===== config.mk =====
export PLATFORM = sky130hd
export DESIGN_NAME = dac_stream_out
export DESIGN_NICKNAME = d
export VERILOG_FILES = /design/src/rtl/dac_pkg.sv /design/src/rtl/sync_fifo.sv /design/src/rtl/dac_stream_out.sv
export SDC_FILE = /design/constraint.sdc
export NUM_CORES = 1
export LEC_CHECK = 0
export ABC_AREA = 1
export CAP_MARGIN = 20
export CORE_MARGIN = 8
export CORE_UTILIZATION = 54
export DETAILED_ROUTE_END_ITERATION = 10
export GPL_TIMING_DRIVEN = 1
export PLACE_DENSITY = 0.87
export SLEW_MARGIN = 5
export SYNTH_ARGS = -nofsm -noshare
export SYNTH_HDL_FRONTEND = slang
export SYNTH_HIERARCHICAL = 1
export SYNTH_SLANG_ARGS = --single-unit

===== constraint.sdc =====
create_clock -name sys_clk -period 2.6 [get_ports sys_clk]
set_input_delay 0.78 -clock sys_clk [delete_from_list [all_inputs] [get_ports sys_clk]]
set_output_delay 0.78 -clock sys_clk [all_outputs]
set_load 0.02 [all_outputs]

===== src/rtl/dac_pkg.sv =====
// Shared types and helpers for the DAC output path.
// Sample helpers work on 32-bit containers; callers slice to their bus width.
package dac_pkg;

  typedef enum logic [1:0] {
    StIdle,
    StPrime,
    StRun
  } dac_state_e;

  function automatic logic [31:0] midscale(input int unsigned width);
    return 32'd1 << (width - 1);
  endfunction

  // Two's complement to offset-binary is a flip of the sign bit.
  function automatic logic [31:0] to_offset_bin(input logic [31:0] sample, input logic twos,
                                                input int unsigned width);
    return twos ? (sample ^ midscale(width)) : sample;
  endfunction

endpackage


===== src/rtl/sync_fifo.sv =====
// Single-clock FIFO with occupancy output and synchronous flush.
// A word is readable at o_data from the cycle after its write; no write-to-read bypass.
module sync_fifo #(
  parameter int unsigned WIDTH = 8,
  parameter int unsigned DEPTH = 16
) (
  input  logic                     i_clk,
  input  logic                     i_rst_n,
  input  logic                     i_flush,
  input  logic                     i_push,
  input  logic [WIDTH-1:0]         i_data,
  input  logic                     i_pop,
  output logic [WIDTH-1:0]         o_data,
  output logic                     o_full,
  output logic                     o_empty,
  output logic [$clog2(DEPTH):0]   o_level
);

  localparam int unsigned AW = $clog2(DEPTH);

  logic [WIDTH-1:0] r_mem [DEPTH];
  logic [AW-1:0]    r_wr_ptr;
  logic [AW-1:0]    r_rd_ptr;
  logic [AW:0]      r_level;
  logic             w_push;
  logic             w_pop;

  assign o_full  = (r_level == (AW + 1)'(DEPTH));
  assign o_empty = (r_level == '0);
  assign o_level = r_level;
  assign o_data  = r_mem[r_rd_ptr];

  // Flush wins over both ports so a same-cycle write is dropped.
  assign w_push = i_push && !o_full && !i_flush;
  assign w_pop  = i_pop && !o_empty && !i_flush;

  always_ff @(posedge i_clk or negedge i_rst_n) begin
    if (!i_rst_n) begin
      r_wr_ptr <= '0;
      r_rd_ptr <= '0;
      r_level  <= '0;
    end else if (i_flush) begin
      r_wr_ptr <= '0;
      r_rd_ptr <= '0;
      r_level  <= '0;
    end else begin
      if (w_push) r_wr_ptr <= r_wr_ptr + AW'(1);
      if (w_pop)  r_rd_ptr <= r_rd_ptr + AW'(1);
      case ({w_push, w_pop})
        2'b10:   r_level <= r_level + (AW + 1)'(1);
        2'b01:   r_level <= r_level - (AW + 1)'(1);
        default: r_level <= r_level;
      endcase
    end
  end

  always_ff @(posedge i_clk) begin
    if (w_push) r_mem[r_wr_ptr] <= i_data;
  end

endmodule


===== src/rtl/dac_stream_out.sv =====
// Streaming DAC output stage: FIFO-buffered samples released every DIV_N sys_clk cycles,
// with a mid-sample dac_clk rise, prefill gate and underrun handling.
module dac_stream_out
  import dac_pkg::*;
#(
  parameter int unsigned DATA_W     = 8,
  parameter int unsigned DIV_N      = 2,
  parameter int unsigned FIFO_DEPTH = 16,
  parameter int unsigned PRIME_LVL  = 8,
  parameter int unsigned TWOS_IN    = 0
) (
  input  logic                          sys_clk,
  input  logic                          rst_n,
  input  logic                          enable,
  input  logic                          hold_on_underrun,
  input  logic [DATA_W-1:0]             in_data,
  input  logic                          in_valid,
  output logic                          in_ready,
  output logic                          dac_clk,
  output logic [DATA_W-1:0]             dac_data,
  output logic [$clog2(FIFO_DEPTH):0]   fifo_level,
  output logic                          underrun,
  output logic [15:0]                   underrun_cnt
);

  localparam int unsigned CW = $clog2(DIV_N);
  localparam int unsigned LW = $clog2(FIFO_DEPTH) + 1;
  localparam logic [DATA_W-1:0] MIDSCALE = DATA_W'(midscale(DATA_W));

  dac_state_e        r_state, w_state_nxt;
  logic [CW-1:0]     r_cnt, w_cnt_nxt;
  logic              r_dac_clk, w_dac_clk_nxt;
  logic [DATA_W-1:0] r_dac_data, w_dac_data_nxt;
  logic [DATA_W-1:0] r_last, w_last_nxt;
  logic              r_underrun, w_underrun_nxt;
  logic [15:0]       r_underrun_cnt, w_underrun_cnt_nxt;

  logic              w_pop;
  logic              w_flush;
  logic              w_full;
  logic              w_empty;
  logic [DATA_W-1:0] w_fifo_data;
  logic [DATA_W-1:0] w_sample;
  logic [LW-1:0]     w_level;

  sync_fifo #(
    .WIDTH (DATA_W),
    .DEPTH (FIFO_DEPTH)
  ) u_fifo (
    .i_clk   (sys_clk),
    .i_rst_n (rst_n),
    .i_flush (w_flush),
    .i_push  (in_valid),
    .i_data  (in_data),
    .i_pop   (w_pop),
    .o_data  (w_fifo_data),
    .o_full  (w_full),
    .o_empty (w_empty),
    .o_level (w_level)
  );

  assign w_sample = DATA_W'(to_offset_bin(32'(w_fifo_data), TWOS_IN != 0, DATA_W));

  always_comb begin
    w_state_nxt        = r_state;
    w_cnt_nxt          = r_cnt;
    w_dac_data_nxt     = r_dac_data;
    w_last_nxt         = r_last;
    w_underrun_nxt     = 1'b0;
    w_underrun_cnt_nxt = r_underrun_cnt;
    w_pop              = 1'b0;
    w_flush            = 1'b0;
    unique case (r_state)
      StIdle: begin
        w_cnt_nxt = '0;
        if (enable) w_state_nxt = StPrime;
      end
      StPrime: begin
        if (!enable) begin
          w_flush        = 1'b1;
          w_state_nxt    = StIdle;
          w_dac_data_nxt = MIDSCALE;
        end else if (w_level >= LW'(PRIME_LVL)) begin
          w_state_nxt    = StRun;
          w_cnt_nxt      = '0;
          w_pop          = 1'b1;
          w_dac_data_nxt = w_sample;
          w_last_nxt     = w_sample;
        end
      end
      StRun: begin
        if (!enable) begin
          w_flush        = 1'b1;
          w_state_nxt    = StIdle;
          w_cnt_nxt      = '0;
          w_dac_data_nxt = MIDSCALE;
        end else if (r_cnt == CW'(DIV_N - 1)) begin
          w_cnt_nxt = '0;
          if (!w_empty) begin
            w_pop          = 1'b1;
            w_dac_data_nxt = w_sample;
            w_last_nxt     = w_sample;
          end else begin
            w_underrun_nxt = 1'b1;
            w_dac_data_nxt = hold_on_underrun ? r_last : MIDSCALE;
            if (r_underrun_cnt != 16'hFFFF) w_underrun_cnt_nxt = r_underrun_cnt + 16'd1;
          end
        end else begin
          w_cnt_nxt = r_cnt + CW'(1);
        end
      end
      default: w_state_nxt = StIdle;
    endcase
    // Low for the first DIV_N/2 counts so the rise lands mid-sample.
    w_dac_clk_nxt = (w_state_nxt == StRun) && (w_cnt_nxt >= CW'(DIV_N / 2));
  end

  always_ff @(posedge sys_clk or negedge rst_n) begin
    if (!rst_n) begin
      r_state        <= StIdle;
      r_cnt          <= '0;
      r_dac_clk      <= 1'b0;
      r_dac_data     <= '0;
      r_last         <= '0;
      r_underrun     <= 1'b0;
      r_underrun_cnt <= '0;
    end else begin
      r_state        <= w_state_nxt;
      r_cnt          <= w_cnt_nxt;
      r_dac_clk      <= w_dac_clk_nxt;
      r_dac_data     <= w_dac_data_nxt;
      r_last         <= w_last_nxt;
      r_underrun     <= w_underrun_nxt;
      r_underrun_cnt <= w_underrun_cnt_nxt;
    end
  end

  assign in_ready     = !w_full;
  assign dac_clk      = r_dac_clk;
  assign dac_data     = r_dac_data;
  assign fifo_level   = w_level;
  assign underrun     = r_underrun;
  assign underrun_cnt = r_underrun_cnt;

endmodule


-- Yosys cells after proc, flatten, opt, wreduce, memory -nomap -nowiden
Memories as Yosys holds them, arrays and structs flattened.
Cells that the tools add are included.
- muxes and demuxes: 42
- order comparisons: 2
- equality and inequality tests: 14
- add/sub/neg operators: 6
- reductions and logical operators: 18
- operators with widths (operator ; count):
    two-way mux 8 bit ; 10
    case mux 8 bit (2 select lines) ; 2
    two-way mux 1 bit ; 17
    adder 16 x 1 -> 16 bit, second input constant ; 1
    two-way mux 4 bit ; 4
    inequality test 16 bit, second input constant ; 1
    inequality test 2 bit, second input constant ; 5
    case mux 5 bit (2 select lines) ; 1
    adder 4 x 1 -> 4 bit, second input constant ; 2
    two-way mux 2 bit ; 4
    equality test 2 bit, second input constant ; 3
    inequality test 3 bit, second input constant ; 2
    case mux 2 bit (3 select lines) ; 1
    AND reduction 6 bit ; 1
    nonzero test 2 bit ; 3
    adder 5 x 1 -> 5 bit, second input constant ; 1
    equality test 5 bit, second input constant ; 1
    >= comparator 5 x 4 -> 1 bit, second input constant ; 1
    logical AND 1 bit ; 5
    logical NOT 5 bit ; 1
    two-way mux 5 bit ; 1
    AND reduction 5 bit ; 1
    subtractor 5 x 1 -> 5 bit, second input constant ; 1
    equality test 2 x 1 -> 1 bit, second input constant ; 2
    9 further kinds ; 11
- word-level logic and storage cells: 93
- memories kept: 1
- RAM bits: 128
- register bits after elaboration: 50
- memories (memory ; words ; width ; read ports ; clocked after memory_dff ; wr ports ; RTL line ; source):
    u_fifo.r_mem ; 16 ; 8 ; 1 ; 0 ; 1 ; sync_fifo.sv:21 ; logic [WIDTH-1:0] r_mem [DEPTH];

-- Longest topological paths before layout
Gate-level depths: netlist of run 1.
- depth after elaboration: 10
- depth in mapped cells: 19
- depth with buffers taken out: 19

-- By module
Netlist of run 1, hierarchy kept.
- by module, submodules not included (module ; sequential area each (µm²) ; instances ; cells each ; area an instance (µm²)):
    sync_fifo ; 4169.0 ; 1 ; 499 ; 5974.5
    dac_stream_out ; 925.9 ; 1 ; 288 ; 2093.3

-- Worst setup path after synthesis of run 1
Ideal clock, no wire load.
- path kind: reg2reg
- from: register u_fifo.r_level[1] (netlist: u_fifo/o_level[1])
- to: register u_fifo.r_level[4] (netlist: u_fifo/o_level[4])
- setup time: 0.117 ns
- data arrival time: 2.523 ns
- setup slack: -0.040 ns
- buffers on the path: 0
- required time: 2.483 ns
- stages on the path, launching flop included: 20
- cell sequence: dfrtp_1 -> nor2_2 -> nand3_2 -> inv_1 -> nor2_1 -> a21oi_1 -> nor3_1 -> nand2_2 -> nor2_4 -> nand2_4 -> fa_1 -> nand3b_1 -> nand2_1 -> nand2_1 -> nand2_1 -> inv_1 -> nand2_1 -> nand2_1 -> nand2_1 -> nand2_1
- longest elaborated chain between the ends: 10
- elaborated cells on any way between the ends: 22
- classes of those cells: 2 x add/sub; 1 x order compare; 3 x eq/ne; 8 x mux; 8 x reduce/logical
- RTL lines (item ; RTL line ; source):
    from (decl) ; sync_fifo.sv:24 ; logic [AW:0] r_level;
    from (signal assigned) ; sync_fifo.sv:50 ; 2'b10: r_level <= r_level + (AW + 1)'(1);
    from (signal assigned) ; sync_fifo.sv:51 ; 2'b01: r_level <= r_level - (AW + 1)'(1);
    from (signal assigned) ; sync_fifo.sv:52 ; default: r_level <= r_level;
    logical NOT 5 bit (*) ; sync_fifo.sv:29 ; assign o_empty = (r_level == '0);
    net w_empty ; dac_stream_out.sv:41 ; logic w_empty;
    two-way mux 1 bit (*) ; dac_stream_out.sv:99 ; if (!w_empty) begin
    two-way mux 1 bit (*) ; dac_stream_out.sv:97 ; end else if (r_cnt == CW'(DIV_N - 1)) begin
    two-way mux 1 bit (*) ; dac_stream_out.sv:92 ; if (!enable) begin
    case mux 1 bit (2 select lines) (*) ; dac_stream_out.sv:73 ; unique case (r_state)
    net w_pop ; dac_stream_out.sv:38 ; logic w_pop;
    logical AND 1 bit (*) (2 in a row) ; sync_fifo.sv:35 ; assign w_pop = i_pop && !o_empty && !i_flush;
    equality test 2 x 1 -> 1 bit or equality test 2 bit (tied branches) ; sync_fifo.sv:49 ; case ({w_push, w_pop})
    case mux 5 bit (2 select lines) ; sync_fifo.sv:49 ;
    two-way mux 5 bit ; sync_fifo.sv:42 ; end else if (i_flush) begin
Mark *: on every way through the listed nets, which the timed path passes. The rest lies on a longest branch.
A chain may end at the register's enable or synchronous reset.

-- Worst setup path in the final report of run 1
- from: register r_state[1]
- to: register u_fifo.r_level[4] (netlist: u_fifo/o_level[4])
- elaborated cells on any way between the ends: 14
- classes of those cells: 4 x eq/ne; 4 x mux; 6 x reduce/logical
- RTL lines (item ; RTL line ; source):
    from (decl) ; dac_stream_out.sv:30 ; dac_state_e r_state, w_state_nxt;
    from (signal assigned) ; dac_stream_out.sv:120 ; r_state <= StIdle;
    from (signal assigned) ; dac_stream_out.sv:128 ; r_state <= w_state_nxt;
    equality test 2 bit or equality test 2 x 1 -> 1 bit (tied branches) ; dac_stream_out.sv:73 ;
    case mux 1 bit (2 select lines) (*) ; dac_stream_out.sv:73 ;
    net w_pop ; dac_stream_out.sv:38 ;
    logical AND 1 bit (*) (2 in a row) ; sync_fifo.sv:35 ;
    equality test 2 x 1 -> 1 bit or equality test 2 bit (tied branches) ; sync_fifo.sv:49 ;
    case mux 5 bit (2 select lines) ; sync_fifo.sv:49 ;
    two-way mux 5 bit ; sync_fifo.sv:42 ;
Marks and branches as above.

==> impl_metrics.env, run 1 <==
export IMPL_antenna_cells=0
export IMPL_cp_arrival_ns=2.99
export IMPL_num_fill_cells=958
export IMPL_combPwrFrac=0.320
export IMPL_grt_max_degree=75
export IMPL_clock_sinks=178
export IMPL_grt_overflow=0
export IMPL_avgSynthCellArea_um2=10.25
export IMPL_core_area_um2=14590
export IMPL_gp_congestion=0.8856
export IMPL_grt_usage=0.2008
export IMPL_clockRootBuffer="clkbuf_16"
export IMPL_holdWs_ns=0.3374
export IMPL_via_count=6321
export IMPL_clock_latency_ns=0.44
export IMPL_report_final_slew_viol_count=0
export IMPL_max_freq_mhz=377.3
export IMPL_setup_viol=1
export IMPL_hold_viol=0
export IMPL_yosys_top_cells_area="edfxtp_1 (48%), dfrtp_1 (16%), nand2_1 (8.7%), o21ai_0 (4.5%), nor2_1 (3.8%)"
export IMPL_crit_path_end_kind="flop"
export IMPL_min_period_over_period=1.019
export IMPL_p_switching_w=0.003190
export IMPL_num_rows=44
export IMPL_finalCriticalPeriod_ns=2.650
export IMPL_fin_util=0.6688
export IMPL_die_w_um=138.2
export IMPL_tightest_slew_ns=0.7675
export IMPL_initial_core_util=0.5530
export IMPL_seq_area_frac_synth=0.6315
export IMPL_maxUsedRoutingLayer="met5"
export IMPL_ys_types=36
export IMPL_syn_area_um2=8068
export IMPL_first_global_vias=6000
export IMPL_cts_max_level=4
export IMPL_dr_wl_met3_um=1812
export IMPL_p_leak_nw=3.827
export IMPL_status="finished, violations left"
export IMPL_final_common_cell="nand2_1"
export IMPL_ir_drop_uv=585.5
export IMPL_cp_max_fo=3
export IMPL_drtIter0Drc=751
export IMPL_wl_met2_um=9729
export IMPL_worst_slack_ns=-0.05020
export IMPL_drtAntennaViolNets=0
export IMPL_yosysWarnings=6
export IMPL_violations="negative setup slack"
export IMPL_netSwitchingFraction=0.3515
export IMPL_cp_start_kind="flop"
export IMPL_p_seq_frac=0.390
export IMPL_wl_met1_um=7738
export IMPL_die_h_um=138.2
export IMPL_viasPerCell=5.891
export IMPL_required_ns=2.94
export IMPL_dieArea_um2=19110
export IMPL_p_int_w=0.005885
export IMPL_drc_errors=0
export IMPL_port_buffers=44
export IMPL_drive_gt1_frac=0.1699
export IMPL_avgRoutedWirePerCell_um=18.82
export IMPL_ys_seq_elements=178
export IMPL_worst_setup_path_type="reg2reg"
export IMPL_seq_area_um2=5100
export IMPL_final_cell_mix="nand2_1 (181), edfxtp_1 (128), nor2_1 (78)"
export IMPL_synth_top_area_frac=0.4764
export IMPL_postSynthCellCount=787
export IMPL_routed_wl_um=20190
export IMPL_clockBufferDepth=2
export IMPL_fin_setup_tns_ns=-0.05020
export IMPL_multi_input_area_um2=2666
export IMPL_clkPwrFrac=0.290
export IMPL_tritoncts="done"
export IMPL_fin_nets=903
export IMPL_power_density_nw_per_um2=930.1
export IMPL_fin_skew_ns=0.01399
export IMPL_synth_top_area_cell="edfxtp_1"
export IMPL_antenna_found_initial=1
export IMPL_drv_cap=0
export IMPL_hp_class="in2async"
export IMPL_post_dp_cell_area_um2=8922
export IMPL_cts_buffers=17
export IMPL_area_growth_pct=20.94
export IMPL_syn_nets=814
export IMPL_maxSlewHeadroom=0.4868
export IMPL_grt_pass1_wl_um=30860
export IMPL_hpwl_um=11760
export IMPL_postLayoutCellArea_um2=9757
export IMPL_io_pins=45
export IMPL_stdcell_count=1073
export IMPL_rsz0062_at_grt="yes"
export IMPL_dr_pass1_iters=6
export IMPL_clk_pin_slew_ns=0.07
export IMPL_placed_cells=1027
==> stage by stage <==
step,worst slack [ns],power [W]
after floorplan,0.08184,0.005236
after global placement,-0.3120,0.006002
after detailed placement,-0.3818,0.006109
after CTS,0.005501,0.008820
after global routing,-0.1791,0.009488
final,-0.05020,0.009075
==> cell type report <==
| class | count | share of cell area |
|---|---|---|
| Sequential cell | 178 | 0.5227 |
| Multi-Input combinational cell | 513 | 0.2733 |
| Timing Repair Buffer | 99 | 0.09169 |
| Clock buffer | 17 | 0.04360 |
| Inverter | 67 | 0.02642 |
| Tap cell | 184 | 0.02360 |
| Clock inverter | 15 | 0.01872 |
==> path summary, 6_finish.rpt <==
check,startpoint,slack (ns),cells after the start,to
setup / recovery,r_state[1]$_DFF_PN0_,-0.05,17,u_fifo/o_level[4]$_DFFE_PN0P_
hold / removal,rst_n,0.34,1,u_fifo/r_wr_ptr[3]$_DFFE_PN0P_
setup reg to reg,r_state[1]$_DFF_PN0_,-0.05,17,u_fifo/o_level[4]$_DFFE_PN0P_
hold reg to reg,r_last[7]$_DFFE_PN0P_,0.49,2,r_last[7]$_DFFE_PN0P_
max in group asynchronous,rst_n,1.68,2,u_fifo/o_level[1]$_DFFE_PN0P_
min in group sys_clk,r_last[7]$_DFFE_PN0P_,0.49,2,r_last[7]$_DFFE_PN0P_
==> state kept, by name, indices dropped and copies added (netlist names) <==
| register | flops |
|---|---|
| r_last | 8 |
| underrun_cnt | 16 |
| underrun | 1 |
| dac_clk | 1 |
| u_fifo/r_wr_ptr | 4 |
| u_fifo/r_rd_ptr | 4 |
| r_cnt | 1 |
| u_fifo/r_mem | 128 |
| r_state | 2 |
| dac_data | 8 |
| u_fifo/o_level | 5 |
==> critical path: stages (launching register included) <==
cell      delay, ns
dfrtp_1        0.45
ha_4           0.20
nor2_2         0.20
a21oi_2        0.09
nor3_4         0.15
nand2_2        0.11
nor2_4         0.15
nand2_4        0.07
fa_2           0.37
nand3b_1       0.22
nand2_2        0.10
nand2_2        0.06
nand2_2        0.08
inv_2          0.04
nand2_2        0.07
nand2_2        0.05
nand2_1        0.08
nand2_1        0.05
==> repair_timing <==
item                       4_1_cts  5_1_grt
buffers inserted                 5        9
resized for setup                8       24
pin swaps                        1       12
hold buffers                     0        0
setup endpoints to repair        2        2
==> power groups by stage <==
stage | logic (W) | registers (W) | clock network, W
after floorplan | 0.00158 | 0.00366 | 0
after global placement | 0.00242 | 0.00358 | 0
after global routing | 0.00316 | 0.00357 | 0.00276
after CTS | 0.00264 | 0.00354 | 0.00264
final | 0.00290 | 0.00354 | 0.00263
after detailed placement | 0.00251 | 0.00360 | 0
==> layer usage <==
| layer | vias up | GRT usage |
|---|---|---|
| met1 | 2997 | 0.2434 |
| met5 | - | 0 |
| met3 | 88 | 0.05445 |
| met2 | 392 | 0.3244 |
| li1 | 2842 | - |
| met4 | 2 | 0.1001 |
==> synthesized netlist by cell type <==
master	number
a21oi_1	29
a31oi_1	2
a31oi_2	1
buf_2	18
buf_4	4
buf_6	2
clkbuf_1	4
clkbuf_2	1
clkinv_2	1
dfrtp_1	50
edfxtp_1	128
fa_1	1
ha_1	13
inv_1	56
inv_2	8
inv_4	2
nand2_1	186
nand2_2	6
nand2_4	5
nand3_1	42
nand3_2	3
nand3b_1	1
nand4_1	13
nand4_2	1
nor2_1	82
nor2_2	3
nor2_4	4
nor3_1	7
o211ai_1	10
o21ai_0	72
o21ai_1	13
o21ai_2	3
o21ai_4	1
o22ai_1	6
xnor2_1	6
xor2_1	3
==> cells by family (layout without fill, tap and decap cells) <==
family | count (synthesis) | count (layout) | share of synthesized area
and+or+nand+nor | 353 | 353 | 0.1909
DFF | 178 | 178 | 0.6315
AOI/OAI and AO/OA | 137 | 137 | 0.09305
buffers and inverters | 96 | 198 | 0.05211
adders and majority gates | 14 | 14 | 0.02264
xor gates and xnor gates | 9 | 9 | 0.009771
Note: power is estimated with default switching activity, not from simulation.
==> inputs of run 2 (changes only) <==
--- a/config.mk
+++ b/config.mk
@@ -8,10 +8,11 @@
 export ABC_AREA = 1
 export CAP_MARGIN = 20
 export CORE_MARGIN = 8
-export CORE_UTILIZATION = 54
+export CORE_UTILIZATION = 35
+export CTS_CLUSTER_DIAMETER = 60
 export DETAILED_ROUTE_END_ITERATION = 10
 export GPL_TIMING_DRIVEN = 1
-export PLACE_DENSITY = 0.87
+export PLACE_DENSITY = 0.64
 export SLEW_MARGIN = 5
 export SYNTH_ARGS = -nofsm -noshare
 export SYNTH_HDL_FRONTEND = slang
==> run 2 against run 1 <==
Against the previous run: the flow now finishes without violations; die area grew 47%; non-clock buffer count shrank 3; maximum frequency is 8.7% higher; sequential share of layout area is 0.39 points higher; total power decreased by 5.7%; cell count is 9.1% higher; via count is 9.8% lower; critical path type unchanged.
==> impl_metrics.env, run 2 (synthesized netlist as in run 1, its figures left out) <==
export IMPL_status="complete, no violations"
export IMPL_drtIter0Drc=518
export IMPL_via_count=5702
export IMPL_cts_max_level=4
export IMPL_core_area_um2=22640
export IMPL_fin_nets=900
export IMPL_holdWs_ns=0.2281
export IMPL_io_pins=45
export IMPL_initial_core_util=0.3563
export IMPL_wl_met2_um=8531
export IMPL_grt_pass1_wl_um=29850
export IMPL_drive_gt1_frac=0.1490
export IMPL_report_final_slew_viol_count=0
export IMPL_cts_buffers=17
export IMPL_hp_class="in2async"
export IMPL_gp_congestion=0.8114
export IMPL_p_leak_nw=3.763
export IMPL_hold_viol=0
export IMPL_wl_met1_um=8704
export IMPL_post_dp_cell_area_um2=9084
export IMPL_power_density_nw_per_um2=883.6
export IMPL_min_period_over_period=0.9377
export IMPL_clockRootBuffer="clkbuf_16"
export IMPL_maxUsedRoutingLayer="met4"
export IMPL_fin_skew_ns=0.01000
export IMPL_dr_wl_met3_um=818
export IMPL_largest_reg_flops=128
export IMPL_setup_viol=0
export IMPL_postLayoutCellArea_um2=9682
export IMPL_maxSlewHeadroom=0.4944
export IMPL_clockBufferDepth=2
export IMPL_routed_wl_um=18270
export IMPL_place_ws_ns=-0.3247
export IMPL_num_rows=55
export IMPL_p_total_w=0.008555
export IMPL_final_cell_mix="nand2_1 (186), edfxtp_1 (128), nor2_1 (80)"
export IMPL_die_h_um=167.8
export IMPL_clk_pin_slew_ns=0.07
export IMPL_worst_setup_path_type="reg2reg"
export IMPL_grt_overflow=0
export IMPL_fin_util=0.4276
export IMPL_crit_path_end_kind="flop"
export IMPL_port_buffers=44
export IMPL_die_w_um=167.8
export IMPL_max_freq_mhz=410.2
export IMPL_worst_slack_ns=0.1619
export IMPL_clock_sinks=178
export IMPL_dr_pass1_iters=5
export IMPL_drv_cap=0
export IMPL_tightest_slew_ns=0.7560
export IMPL_cp_arrival_ns=2.76
export IMPL_dieArea_um2=28170
export IMPL_grt_usage=0.1332
export IMPL_tritoncts="done"
export IMPL_required_ns=2.92
export IMPL_cp_max_fo=6
export IMPL_first_global_vias=5460
export IMPL_avgRoutedWirePerCell_um=15.60
export IMPL_regMostFlops="u_fifo/r_mem"
export IMPL_area_growth_pct=20.01
export IMPL_drtAntennaViolNets=0
export IMPL_clock_latency_ns=0.43
export IMPL_grt_max_degree=75
export IMPL_viasPerCell=4.869
export IMPL_drc_errors=0
export IMPL_hpwl_um=12440
export IMPL_cp_start_kind="flop"
export IMPL_antenna_cells=0
export IMPL_ctsHoldBuffers=0
export IMPL_antenna_found_initial=0
export IMPL_final_common_cell="nand2_1"
export IMPL_ir_drop_uv=378.5
export IMPL_finalCriticalPeriod_ns=2.438
==> run 2: changes by cell type in the layout (fill, tap and decap cells not counted), sizes merged, moves of 2 or more <==
cell / delta
clkinv: -3
dlymetal6s2s: -2
inv: +5
buf: -3
bufinv: -3
==> run 2: final cells by class <==
type | count | area, µm²
multi-input cells | 513 | 2581
clock inverters | 14 | 117.6
well taps | 285 | 356.6
fillers | 2169 | 12960
repair buffers | 96 | 840.8
flip-flops and latches | 178 | 5099
inverters | 67 | 257.7
clock buffers | 18 | 429.2
==> run 2: final timing paths <==
path | start | end | slack (ns) | cells after the start
setup / recovery | r_state[0]$_DFF_PN0_ | u_fifo/o_level[4]$_DFFE_PN0P_ | 0.16 | 18
setup reg to reg | r_state[0]$_DFF_PN0_ | u_fifo/o_level[4]$_DFFE_PN0P_ | 0.16 | 18
max in group asynchronous | rst_n | underrun_cnt[10]$_DFFE_PN0P_ | 1.74 | 2
hold / removal | rst_n | dac_data[0]$_DFFE_PN0P_ | 0.23 | 1
min in group sys_clk | r_last[6]$_DFFE_PN0P_ | r_last[6]$_DFFE_PN0P_ | 0.49 | 2
hold reg to reg | r_last[6]$_DFFE_PN0P_ | r_last[6]$_DFFE_PN0P_ | 0.49 | 2
==> run 2: power breakdown <==
part / switching (W) / total (W) / internal (W)
combinational: 0.00170 / 0.00263 / 0.000928
sequential: 0.000172 / 0.00354 / 0.00337
clock: 0.00114 / 0.00239 / 0.00125
total: 0.00301 / 0.00856 / 0.00554
==> run 2: worst max-delay path, stage by stage, from the launching register on <==
cell and delay [ns]:
dfrtp_1 0.42, inv_2 0.11, ha_4 0.15, buf_6 0.11, a21oi_1 0.07, nor3_2 0.23
nand2_2 0.11, nor2_4 0.15, nand2_4 0.06, fa_2 0.34, nand3b_1 0.19, nand2_1 0.07
nand2_1 0.04, nand2_1 0.06, inv_1 0.04, nand2_1 0.05, nand2_1 0.04, nand2_1 0.05
nand2_1 0.04
==> run 2: timing repair <==
item                                   CTS  global route
pin swaps                                0             5
endpoints found under the hold margin    0             0
setup buffers                            0             3
setup endpoints to repair                1             2
gates resized for setup                  1            10
==> run 2: stage by stage <==
step                      std cells  setup TNS, ns
after floorplan                 787              0
after global placement         1136         -4.233
after detailed placement       1136         -5.567
after CTS                      1168              0
after global routing           1171       -0.01943
final                          1171              0
==> run 2: layer usage <==
layer | GRT usage | up-vias
li1 | - | 2843
met1 | 0.1841 | 2705
met2 | 0.2076 | 137
met3 | 0.02643 | 17
met4 | 0.04154 | 0
met5 | 0 | -
==> inputs of run 3 (changes only) <==
--- a/config.mk
+++ b/config.mk
@@ -8,11 +8,11 @@
 export ABC_AREA = 1
 export CAP_MARGIN = 20
 export CORE_MARGIN = 8
-export CORE_UTILIZATION = 35
+export CORE_UTILIZATION = 40
 export CTS_CLUSTER_DIAMETER = 60
 export DETAILED_ROUTE_END_ITERATION = 10
 export GPL_TIMING_DRIVEN = 1
-export PLACE_DENSITY = 0.64
+export PLACE_DENSITY = 0.7
 export SLEW_MARGIN = 5
 export SYNTH_ARGS = -nofsm -noshare
 export SYNTH_HDL_FRONTEND = slang
==> run 3 against run 2 <==
Against the previous run: sequential power about the same; via count grew 3.3%; sequential cell count is the same; routed wire length increased by 2.5%; clock power about the same; clock-buffer cell count unchanged; maximum frequency up 0.98%; global-route usage increased by 2.0 points; combinational power rose by 5%; clock skew increased by 0.0030 ns; register-to-register slack gained 0.04 ns; non-clock buffer count increased by 8; critical endpoint unchanged; largest power group unchanged.
==> impl_metrics.env, run 3 (synthesized netlist as in run 1, its figures left out) <==
export IMPL_status="complete, no violations"
export IMPL_clockRootBuffer="clkbuf_16"
export IMPL_num_fill_cells=1840
export IMPL_worst_slack_ns=0.1857
export IMPL_tritoncts="done"
export IMPL_clock_sinks=178
export IMPL_maxSlewHeadroom=0.5432
export IMPL_drv_cap=0
export IMPL_crit_path_end_kind="flop"
export IMPL_drive_gt1_frac=0.1600
export IMPL_post_dp_cell_area_um2=9090
export IMPL_largest_reg_flops=128
export IMPL_clock_latency_ns=0.43
export IMPL_gp_congestion=0.8339
export IMPL_required_ns=2.93
export IMPL_regMostFlops="u_fifo/r_mem"
export IMPL_fin_nets=908
export IMPL_port_buffers=44
export IMPL_r2r_cells=16
export IMPL_p_leak_nw=3.834
export IMPL_via_count=5890
export IMPL_dieArea_um2=24970
export IMPL_core_area_um2=20040
export IMPL_fin_setup_tns_ns=0
export IMPL_max_freq_mhz=414.2
export IMPL_drtAntennaViolNets=0
export IMPL_dr_pass1_iters=5
export IMPL_ctsHoldBuffers=0
export IMPL_place_ws_ns=-0.3490
export IMPL_cp_max_fo=2
export IMPL_fin_util=0.4870
export IMPL_r2r_setup_slack_ns=0.20
export IMPL_tightest_slew_ns=0.6831
export IMPL_grt_max_degree=75
export IMPL_final_cell_mix="nand2_1 (186), edfxtp_1 (128), nor2_1 (80)"
export IMPL_cts_max_level=4
export IMPL_area_growth_pct=20.97
export IMPL_avgRoutedWirePerCell_um=16.09
export IMPL_cts_buffers=17
export IMPL_grt_overflow=0
export IMPL_setup_viol=0
export IMPL_power_density_nw_per_um2=893.5
export IMPL_finalCriticalPeriod_ns=2.414
export IMPL_ir_drop_uv=505.8
export IMPL_hp_class="in2async"
export IMPL_cp_start_kind="input port"
export IMPL_hold_viol=0
export IMPL_num_rows=52
export IMPL_grt_pass1_wl_um=29020
export IMPL_die_w_um=158.0
export IMPL_cp_arrival_ns=2.74
export IMPL_worst_setup_path_type="in2reg"
export IMPL_holdWs_ns=0.3232
export IMPL_rr_endpoint="u_fifo/o_level[4]$_DFFE_PN0P_"
export IMPL_min_period_over_period=0.9286
export IMPL_routed_wl_um=18730
export IMPL_final_common_cell="nand2_1"
export IMPL_postLayoutCellArea_um2=9759
export IMPL_fin_skew_ns=0.01301
export IMPL_io_pins=45
export IMPL_initial_core_util=0.4026
export IMPL_hpwl_um=12550
export IMPL_antenna_found_initial=0
export IMPL_clockBufferDepth=2
export IMPL_grt_usage=0.1536
export IMPL_first_global_vias=5575
export IMPL_drtIter0Drc=502
export IMPL_timing_rr_start="u_fifo/o_level[4]$_DFFE_PN0P_"
export IMPL_die_h_um=158.0
export IMPL_viasPerCell=5.060
export IMPL_drc_errors=0
export IMPL_antenna_cells=0
export IMPL_clk_pin_slew_ns=0.07
export IMPL_report_final_slew_viol_count=0
run 3: cell types whose count changed in the layout (fill, tap and decap cells not counted), sizes merged:
cell      before  now
buf           53   61
clkinv         2    7
clkinvlp       5    0
run 3: what timing repair did:
| action | CTS | global route |
|---|---|---|
| cloned | 0 | 0 |
| gates resized for setup | 1 | 12 |
| hold endpoints to repair | 0 | 0 |
| pin swaps | 0 | 6 |
| buffers inserted | 0 | 11 |
| setup endpoints to repair | 1 | 3 |
run 3: per-layer routing:
| layer | global-route usage | vias up | share of wire |
|---|---|---|---|
| li1 | - | 2862 | - |
| met1 | 0.1904 | 2837 | 0.44 |
| met2 | 0.2610 | 172 | 0.49 |
| met3 | 0.03522 | 19 | 0.058 |
| met4 | 0.04984 | 0 | 0.013 |
| met5 | 0 | - | 0 |
run 3: cell type report:
class                      count  area, µm²  share of cell area
clock buffer                  18      439.2             0.04500
clock inverter                14      118.9             0.01218
inverter                      67      257.7             0.02641
multi-input combinational    513       2584              0.2647
sequential                   178       5100              0.5226
tap                          270      337.8             0.03462
timing repair buffer         104      922.1             0.09449
run 3: worst max path at each step:
stage,to,from
after floorplan,u_fifo/o_level[4]$_DFFE_PN0P_,u_fifo/o_level[1]$_DFFE_PN0P_
after global placement,u_fifo/o_level[4]$_DFFE_PN0P_,enable
after detailed placement,u_fifo/o_level[4]$_DFFE_PN0P_,enable
after CTS,u_fifo/o_level[4]$_DFFE_PN0P_,u_fifo/o_level[4]$_DFFE_PN0P_
after global routing,u_fifo/o_level[4]$_DFFE_PN0P_,u_fifo/o_level[4]$_DFFE_PN0P_
final,u_fifo/o_level[4]$_DFFE_PN0P_,enable
run 3: worst max-delay path: stages:
cell	delay, ns
clkdlybuf4s50_1	0.49
inv_2	0.05
nor3_2	0.17
nand2_2	0.11
nor2_4	0.15
nand2_4	0.06
fa_2	0.33
nand3b_1	0.18
nand2_1	0.08
nand2_1	0.05
nand2_1	0.07
inv_1	0.04
nand2_1	0.05
nand2_1	0.04
nand2_1	0.05
nand2_1	0.04
run 3: per-stage QoR:
stage / power, W / instances
finish: 0.008720 / 1164
global route: 0.009217 / 1164
CTS: 0.008648 / 1153
detailed placement: 0.006224 / 1121
global placement: 0.006179 / 1121
floorplan: 0.005236 / 787
run 3: report_power, final:
group	internal (W)	switching, W	leakage, nW
sequential	0.00337	0.000163	1.81
combinational	0.000995	0.00178	1.74
clock	0.00128	0.00114	0.282
total	0.00564	0.00308	3.83
